## config.mk

```make
export PLATFORM = sky130hd
export DESIGN_NAME = intra_block_sequencer
export DESIGN_NICKNAME = d
export VERILOG_FILES = /design/src/rtl/intra_block_sequencer.sv
export SDC_FILE = /design/constraint.sdc
export NUM_CORES = 1
export LEC_CHECK = 0
export CORE_MARGIN = 10
export CORE_UTILIZATION = 36
export DETAILED_ROUTE_END_ITERATION = 10
export PLACE_DENSITY = 0.61
export RECOVER_POWER = 25
export SLEW_MARGIN = 5
export SYNTH_ARGS = -nofsm -noshare
export SYNTH_HDL_FRONTEND = slang
export SYNTH_SLANG_ARGS = --single-unit
```

## constraint.sdc

```tcl
create_clock -name CLK2 -period 3 [get_ports CLK2]
set_input_delay 0.6 -clock CLK2 [delete_from_list [all_inputs] [get_ports CLK2]]
set_output_delay 0.6 -clock CLK2 [all_outputs]
set_load 0.03 [all_outputs]
```

## src/rtl/intra_block_sequencer.sv

```systemverilog
// intra_block_sequencer
//   Stage sequencer for the intra 8x8 / chroma residual path. It counts the
//   input words of a component, then for that component runs setup, a
//   transform of every block, and per block a wait for downstream, an output
//   burst and a feedback wait. After the last component it pulses done.
//
// Ports
//   CLK2        clock
//   NEWLINE     synchronous active-high reset
//   STROBEI     input word valid
//   READYO      downstream ready for the next block
//   FBSTROBE    feedback transfer in progress
//   fbpending   feedback outstanding
//   en_load     input word accepted this cycle
//   en_pre      setup phase
//   en_xform    transform phase
//   en_wait     waiting for READYO
//   en_out      output phase
//   en_fb       feedback wait phase
//   sub_step    step index within PRE, XFORM or OUT (0 elsewhere)
//   blk_idx     current block
//   comp_idx    current component
//   busy        high in any state other than LOAD
//   done        one-cycle pulse, all components finished
//   fb_timeout  sticky: a feedback wait hit its cycle limit
//   in_overrun  sticky: STROBEI seen outside LOAD
//   state_dbg   raw FSM state, for observation only
//
// Handshake: STROBEI is a valid with no ready; a word is taken only while the
// FSM is in LOAD (en_load marks the taken words). READYO is sampled only in
// WAITO, fbpending/FBSTROBE only in FB; elsewhere they are ignored.
module intra_block_sequencer #(
  parameter int IN_WORDS     = 16,
  parameter int NUM_BLOCKS   = 4,
  parameter int NUM_COMP     = 2,
  parameter int PRE_STAGES   = 3,
  parameter int XFORM_STAGES = 4,
  parameter int OUT_STAGES   = 6,
  parameter int FB_TIMEOUT   = 64,
  localparam int BW = (NUM_BLOCKS > 2) ? $clog2(NUM_BLOCKS) : 1,
  localparam int CW = (NUM_COMP > 2)   ? $clog2(NUM_COMP)   : 1,
  localparam int WW = (IN_WORDS > 2)   ? $clog2(IN_WORDS)   : 1,
  localparam int TW = (FB_TIMEOUT > 2) ? $clog2(FB_TIMEOUT) : 1
) (
  input  logic          CLK2,
  input  logic          NEWLINE,
  input  logic          STROBEI,
  input  logic          READYO,
  input  logic          FBSTROBE,
  input  logic          fbpending,
  output logic          en_load,
  output logic          en_pre,
  output logic          en_xform,
  output logic          en_wait,
  output logic          en_out,
  output logic          en_fb,
  output logic [3:0]    sub_step,
  output logic [BW-1:0] blk_idx,
  output logic [CW-1:0] comp_idx,
  output logic          busy,
  output logic          done,
  output logic          fb_timeout,
  output logic          in_overrun,
  output logic [2:0]    state_dbg
);

  typedef enum logic [2:0] {
    S_LOAD  = 3'd0,
    S_PRE   = 3'd1,
    S_XFORM = 3'd2,
    S_WAITO = 3'd3,
    S_OUT   = 3'd4,
    S_FB    = 3'd5,
    S_DONE  = 3'd6
  } state_t;

  state_t        state_q, state_d;
  logic [WW-1:0] word_q, word_d;
  logic [3:0]    step_q, step_d;
  logic [BW-1:0] blk_q, blk_d;
  logic [CW-1:0] comp_q, comp_d;
  logic [TW-1:0] tmo_q, tmo_d;
  logic          fb_timeout_q, in_overrun_q;
  logic          set_tmo;
  logic          fb_busy;

  assign fb_busy = fbpending | FBSTROBE;

  always_ff @(posedge CLK2) begin
    if (NEWLINE) begin
      state_q      <= S_LOAD;
      word_q       <= '0;
      step_q       <= '0;
      blk_q        <= '0;
      comp_q       <= '0;
      tmo_q        <= '0;
      fb_timeout_q <= 1'b0;
      in_overrun_q <= 1'b0;
    end else begin
      state_q <= state_d;
      word_q  <= word_d;
      step_q  <= step_d;
      blk_q   <= blk_d;
      comp_q  <= comp_d;
      tmo_q   <= tmo_d;
      if (set_tmo)
        fb_timeout_q <= 1'b1;
      if (STROBEI && (state_q != S_LOAD))
        in_overrun_q <= 1'b1;
    end
  end

  // Next-state and counter update
  always_comb begin
    state_d = state_q;
    word_d  = word_q;
    step_d  = step_q;
    blk_d   = blk_q;
    comp_d  = comp_q;
    tmo_d   = tmo_q;
    set_tmo = 1'b0;
    case (state_q)
      S_LOAD: begin
        if (STROBEI) begin
          if (word_q == WW'(IN_WORDS - 1)) begin
            word_d  = '0;
            step_d  = '0;
            state_d = S_PRE;
          end else begin
            word_d = word_q + WW'(1);
          end
        end
      end
      S_PRE: begin
        if (step_q == 4'(PRE_STAGES - 1)) begin
          step_d  = '0;
          blk_d   = '0;
          state_d = S_XFORM;
        end else begin
          step_d = step_q + 4'd1;
        end
      end
      S_XFORM: begin
        if (step_q == 4'(XFORM_STAGES - 1)) begin
          step_d = '0;
          if (blk_q == BW'(NUM_BLOCKS - 1)) begin
            blk_d   = '0;
            state_d = S_WAITO;
          end else begin
            blk_d = blk_q + BW'(1);
          end
        end else begin
          step_d = step_q + 4'd1;
        end
      end
      S_WAITO: begin
        if (READYO) begin
          step_d  = '0;
          state_d = S_OUT;
        end
      end
      S_OUT: begin
        if (step_q == 4'(OUT_STAGES - 1)) begin
          step_d  = '0;
          tmo_d   = '0;
          state_d = S_FB;
        end else begin
          step_d = step_q + 4'd1;
        end
      end
      S_FB: begin
        if (fb_busy && (tmo_q != TW'(FB_TIMEOUT - 1))) begin
          tmo_d = tmo_q + TW'(1);
        end else begin
          // Either feedback cleared or the wait ran out; both leave FB.
          set_tmo = fb_busy;
          tmo_d   = '0;
          if (blk_q != BW'(NUM_BLOCKS - 1)) begin
            blk_d   = blk_q + BW'(1);
            state_d = S_WAITO;
          end else if (comp_q != CW'(NUM_COMP - 1)) begin
            comp_d  = comp_q + CW'(1);
            blk_d   = '0;
            state_d = S_LOAD;
          end else begin
            comp_d  = '0;
            state_d = S_DONE;
          end
        end
      end
      S_DONE: begin
        comp_d  = '0;
        state_d = S_LOAD;
      end
      default: begin
        // Unused encoding: fall back to a clean LOAD.
        word_d  = '0;
        step_d  = '0;
        tmo_d   = '0;
        state_d = S_LOAD;
      end
    endcase
  end

  // Moore output decode (en_load also follows STROBEI directly)
  always_comb begin
    en_load  = 1'b0;
    en_pre   = 1'b0;
    en_xform = 1'b0;
    en_wait  = 1'b0;
    en_out   = 1'b0;
    en_fb    = 1'b0;
    done     = 1'b0;
    busy     = 1'b0;
    sub_step = 4'd0;
    case (state_q)
      S_LOAD:  en_load = STROBEI & ~NEWLINE;
      S_PRE:   begin en_pre   = 1'b1; busy = 1'b1; sub_step = step_q; end
      S_XFORM: begin en_xform = 1'b1; busy = 1'b1; sub_step = step_q; end
      S_WAITO: begin en_wait  = 1'b1; busy = 1'b1; end
      S_OUT:   begin en_out   = 1'b1; busy = 1'b1; sub_step = step_q; end
      S_FB:    begin en_fb    = 1'b1; busy = 1'b1; end
      S_DONE:  begin done     = 1'b1; busy = 1'b1; end
      default: busy = 1'b1;
    endcase
  end

  assign blk_idx    = blk_q;
  assign comp_idx   = comp_q;
  assign fb_timeout = fb_timeout_q;
  assign in_overrun = in_overrun_q;
  assign state_dbg  = state_q;

endmodule

```

Word level (Yosys, flattened, before mapping)
Cells that the tools add are included.
{"block": "word_totals", "latch_bits": 0, "ramBits": 0, "in_bits": 6, "wordCells": 104, "mem_bits_ro": 0, "output_inout_bits": 20, "n_memories": 0, "register_bits": 22}
{"block": "op_classes", "eq_ne": 23, "n_mux": 46, "div": 0, "n_addsub": 5, "n_bitwise": 6, "multipliers": 0, "shifts": 0, "reduce_logical": 16, "magnitude_cmp": 0}
{"cell": "2-to-1 mux 4 bit", "n": 9}
{"cell": "2-to-1 mux 3 bit", "n": 10}
{"cell": "case mux 4 bit (6 select lines)", "n": 1}
{"cell": "inequality test 2 bit (second input constant)", "n": 10}
{"cell": "case mux 3 bit (6 select lines)", "n": 1}
{"cell": "case mux 6 bit (3 select lines)", "n": 1}
{"cell": "2-to-1 mux 1 bit", "n": 13}
{"cell": "2-to-1 mux 2 bit", "n": 6}
{"cell": "2-to-1 mux 6 bit", "n": 2}
{"cell": "equality test 3 bit (second input constant)", "n": 3}
{"cell": "adder 4 x 1 -> 4 bit (second input constant)", "n": 2}
{"cell": "equality test 4 x 2 -> 1 bit (second input constant)", "n": 2}
{"cell": "case mux 4 bit (2 select lines)", "n": 1}
{"cell": "AND reduction 8 bit", "n": 1}
{"cell": "adder 6 x 1 -> 6 bit (second input constant)", "n": 1}
{"cell": "equality test 3 x 2 -> 1 bit (second input constant)", "n": 2}
{"cell": "inequality test 6 bit (second input constant)", "n": 1}
{"cell": "case mux 2 bit (3 select lines)", "n": 1}
{"cell": "nonzero test 3 bit", "n": 2}
{"cell": "OR reduction 6 bit", "n": 1}
{"cell": "AND reduction 5 bit", "n": 1}
{"cell": "OR reduction 5 bit", "n": 1}
{"cell": "equality test 4 x 3 -> 1 bit (second input constant)", "n": 1}
{"cell": "equality test 4 bit (second input constant)", "n": 1}
{"cell": "17 further kinds", "n": 22}

Depth between registers and ports, before layout
{"block": "logic_depth", "word_depth": 5, "depth_mapped": 6, "ltp_nobuf": 6}

Worst setup path before layout
Ideal clock, no wire load.
{"block": "synth_path", "path_kind": "register -> output", "from": "reg state_q[1] (netlist: state_dbg[1])", "to": "out en_load", "required_time_ps": 2400, "stages_incl_launch_ff": 5, "t_arrival_ps": 1953, "setup_slack_ps": 447, "n_path_buf": 1, "path_cell_list": "dfxtp_1 buf_2 nor3_2 clkinv_1 nor3_1"}
{"block": "synth_between", "elab_chain_cells": 2}
{"element": "start, declared", "line": "77", "rtl": "state_t state_q, state_d;"}
{"element": "start signal, assigned", "line": "100", "rtl": "state_q <= state_d;"}
{"element": "zero test 3 bit", "line": "216", "rtl": "case (state_q)"}
{"element": "2-to-1 mux 1 bit", "line": "216"}
{"element": "end, declared", "line": "51", "rtl": "output logic en_load,"}
No other way between the ends.

Worst setup path after layout
{"block": "layout_path", "from": "in STROBEI", "to": "out en_load"}
{"block": "layout_between", "elab_chain_cells": 2}
{"element": "start, declared", "line": "47", "rtl": "input logic STROBEI,"}
{"element": "bitwise AND 1 bit", "line": "217", "rtl": "S_LOAD: en_load = STROBEI & ~NEWLINE;"}
{"element": "2-to-1 mux 1 bit", "line": "216"}
No other way between the ends.

==> results_dict.tcl <==
set metrics [dict create \
    dr.pass1.iters 4 \
    cts.sinks 22 \
    grtUsageMet1_pct 12.8 \
    reg2reg_setup_slack_ns 0.53 \
    place_ws_ns 0.286 \
    ant_nets 0 \
    async_flop_share_pct 0 \
    gp_congestion 0.845 \
    power_density_nw_per_um2 637 \
    stdcell_count 245 \
    insertion_delay_ns 0.26 \
    dieArea_sq_um 6670 \
    tns_ns 0 \
    grtUsageTotal_pct 10.8 \
    synth_area_leader_cell "dfxtp_1" \
    first_global_vias 1303 \
    finalWirelength_um 3540 \
    synthCells 170 \
    startpoint_type "input pin" \
    seq_area_frac_synth_pct 32.2 \
    cpPeakStageDelay_ns 0.71 \
    grt_max_degree 15 \
    drt_iter0_drc 40 \
    worstPathArrival_ns 2.19 \
    synth-edff-count 0 \
    cp_max_fo 4 \
    maxSlewViolCount 0 \
    yosysTopAreaCellShare_pct 32.2 \
    chipHeight_um 81.7 \
    drc_errors 0 \
    htree_num_levels 1 \
    via_count 1335 \
    synth_top_cells_by_area "dfxtp_1 32%, nor2_1 6.3%, ha_1 5.5%" \
    wire_per_inst_um 14.4 \
    vias_per_cell 5.45 \
    met2_usage_pct 19.0 \
    use_met3_pct 2.18 \
    avgSynthCellArea_sq_um 8.05 \
    top_usage_layer "met2" \
    timing.final.crit_period_ns 2.79 \
    reg2reg_to "state_dbg[1]$_SDFFE_PP0P_" \
    cap_violations 0 \
    grt_pass1_wl_um 5900 \
    setup_viol 0 \
    drive_gt1_share_pct 7.61 \
    worst_r2r_path_depth 6 \
    antenna_found_initial 0 \
    tightest_slew_ns 0.954 \
    synth_area_sq_um 1370 \
    area_delta_synth_final_pct 26.0 \
    crit_chain "dlygate4sd3_1 -> inv_1 -> nor3_1 -> clkdlybuf4s50_1" \
    num_rows 22 \
    stdcell_area_sq_um 1720 \
    holdCritStartpoint "in_overrun$_SDFFE_PP0P_" \
    ys_warn_count 0 \
    hp-class "flip-flop to flip-flop" \
    worstHoldEndpoint "in_overrun$_SDFFE_PP0P_" \
    synth.ff_latch_count 22 \
    cts_root_buf "clkbuf_8" \
    synthFlopType "dfxtp_1" \
    final_util_pct 47.1 \
    core_sq_um 3660 \
    finalClockSkew_ns 0.00207 \
    min_path_cells 2 \
    setup_ws_ns 0.210 \
    nets 210 \
    dp.cells 241 \
    final_hold_viol_count 0 \
    port_buffers 25 \
    die_x_um 81.7 \
    cts_buffers 3 \
    crit_required_ns 2.40 \
    critPathCaptureType "primary output" \
    io_pins 26 \
    critPathKind "input pin to primary output" \
    fillers 366 \
    ir_worst_vdd_uv 234 \
    r2r_start "state_dbg[0]$_SDFFE_PP0P_" \
    cts_resized 0 \
    crit_slowest_cell "clkdlybuf4s50_1" \
    cts_max_path_buffers 2 \
    diodes 0 \
    clk_pin_slew_ns 0.08 \
    power.leakage_nw 0.656 \
    rsz0062_at_grt "false" \
    dpl-instance-area_sq_um 1680 \
    synth_fp_nets 182 \
    outcome "finished, final reports clean" \
    dpl.hpwl_um 2800 \
    start_util_pct 37.4 \
    cts_tree "built" \
    period_share_pct 93.0 \
    max-slew-margin-rel_pct 36.2 \
    grt.overflow.total 0 \
    yosysUniqueCellTypes 52 \
    cts_hold_buf 0 \
    post_cts_buffers 0 \
    clock.fmax_mhz 358 \
]
[worst max path at each step]
stage	start	endpoint	cells past startpoint
finish	STROBEI	en_load	4
global route	state_dbg[0]$_SDFFE_PP0P_	en_load	4
CTS	state_dbg[0]$_SDFFE_PP0P_	en_load	4
detailed placement	STROBEI	en_load	4
global placement	STROBEI	en_load	4
floorplan	state_dbg[1]$_SDFFE_PP0P_	en_load	4
[stage by stage]
stage / hold WS, ns / power (mW)
floorplan: 0.467 / 0.737
CTS: 0.490 / 1.12
global route: 0.513 / 1.18
detailed placement: 0.461 / 0.905
global placement: 0.465 / 0.892
finish: 0.478 / 1.10
[flip-flops by register name, summed over array words and instances, names as in the netlist]
name	flops
word_q	4
tmo_q	6
blk_idx	2
fb_timeout	1
in_overrun	1
step_q	4
state_dbg	3
comp_idx	1
[worst max-delay path, delay by kind of cell]
kind	cells	cell delay (ns)
buffers and inverters	3	1.40
and+or+nand+nor	1	0.19
[power breakdown]
group / total [mW] / switching, mW / internal (mW) / leakage, nW
Clock: 0.211 / 0.0938 / 0.117 / 0.0288
Sequential: 0.370 / 0.0450 / 0.325 / 0.178
Combinational: 0.517 / 0.310 / 0.207 / 0.449
[per-layer routing]
layer	routed length, um	up-vias
met5	0	-
met3	206	4
met4	35	0
met1	1570	627
met2	1730	27
li1	-	677
[placed cells by master, fill, tap and decap left out, drive strengths merged, types with 4 or more instances in the layout]
cell type,instances
nor3,7
dfxtp,22
clkbuf,6
a21oi,14
and3,4
xor2,4
nand3,5
nor3b,4
nor2,23
o21ai,9
clkdlybuf4s50,22
ha,6
nand2,7
inv,11
[cell usage after synthesis, drive strengths merged, types with 2 or more instances]
| cell type | count |
|---|---|
| nor2 | 23 |
| o221ai | 2 |
| and2 | 3 |
| nor2b | 3 |
| nor3 | 7 |
| mux2 | 2 |
| ha | 6 |
| buf | 4 |
| nand3b | 2 |
| clkinv | 2 |
| a21oi | 14 |
| nand2 | 7 |
| or4 | 2 |
| nand2b | 3 |
| o21ai | 9 |
| dfxtp | 22 |
| mux2i | 3 |
| nor3b | 4 |
| clkbuf | 3 |
| o2111ai | 2 |
| o41ai | 2 |
| xor2 | 4 |
| inv | 11 |
| o211ai | 2 |
| o31a | 2 |
| and3 | 4 |
| nand3 | 5 |
[final cells by class]
type / instances / area, sq um / area share, %
clock buffer: 4 / 55.1 / 3.19
tap: 48 / 60.1 / 3.48
inverter: 13 / 48.8 / 2.83
timing repair buffer: 30 / 280 / 16.3
sequential: 22 / 440 / 25.5
multi-input combinational: 128 / 840 / 48.7
[kinds of logic (layout without fill, tap and decap cells)]
| kind of cell | count (synthesis) | count (layout) | share of synthesized area, % |
|---|---|---|---|
| and+or+nand+nor | 68 | 68 | 27.0 |
| AOI/OAI and AO/OA | 45 | 45 | 23.0 |
| DFF | 22 | 22 | 32.2 |
| buffers and inverters | 20 | 47 | 5.94 |
| adders and majority gates | 6 | 6 | 5.48 |
| muxes | 5 | 5 | 3.84 |
| xor gates and xnor gates | 4 | 4 | 2.56 |
Note: power is estimated with default switching activity, not from simulation.
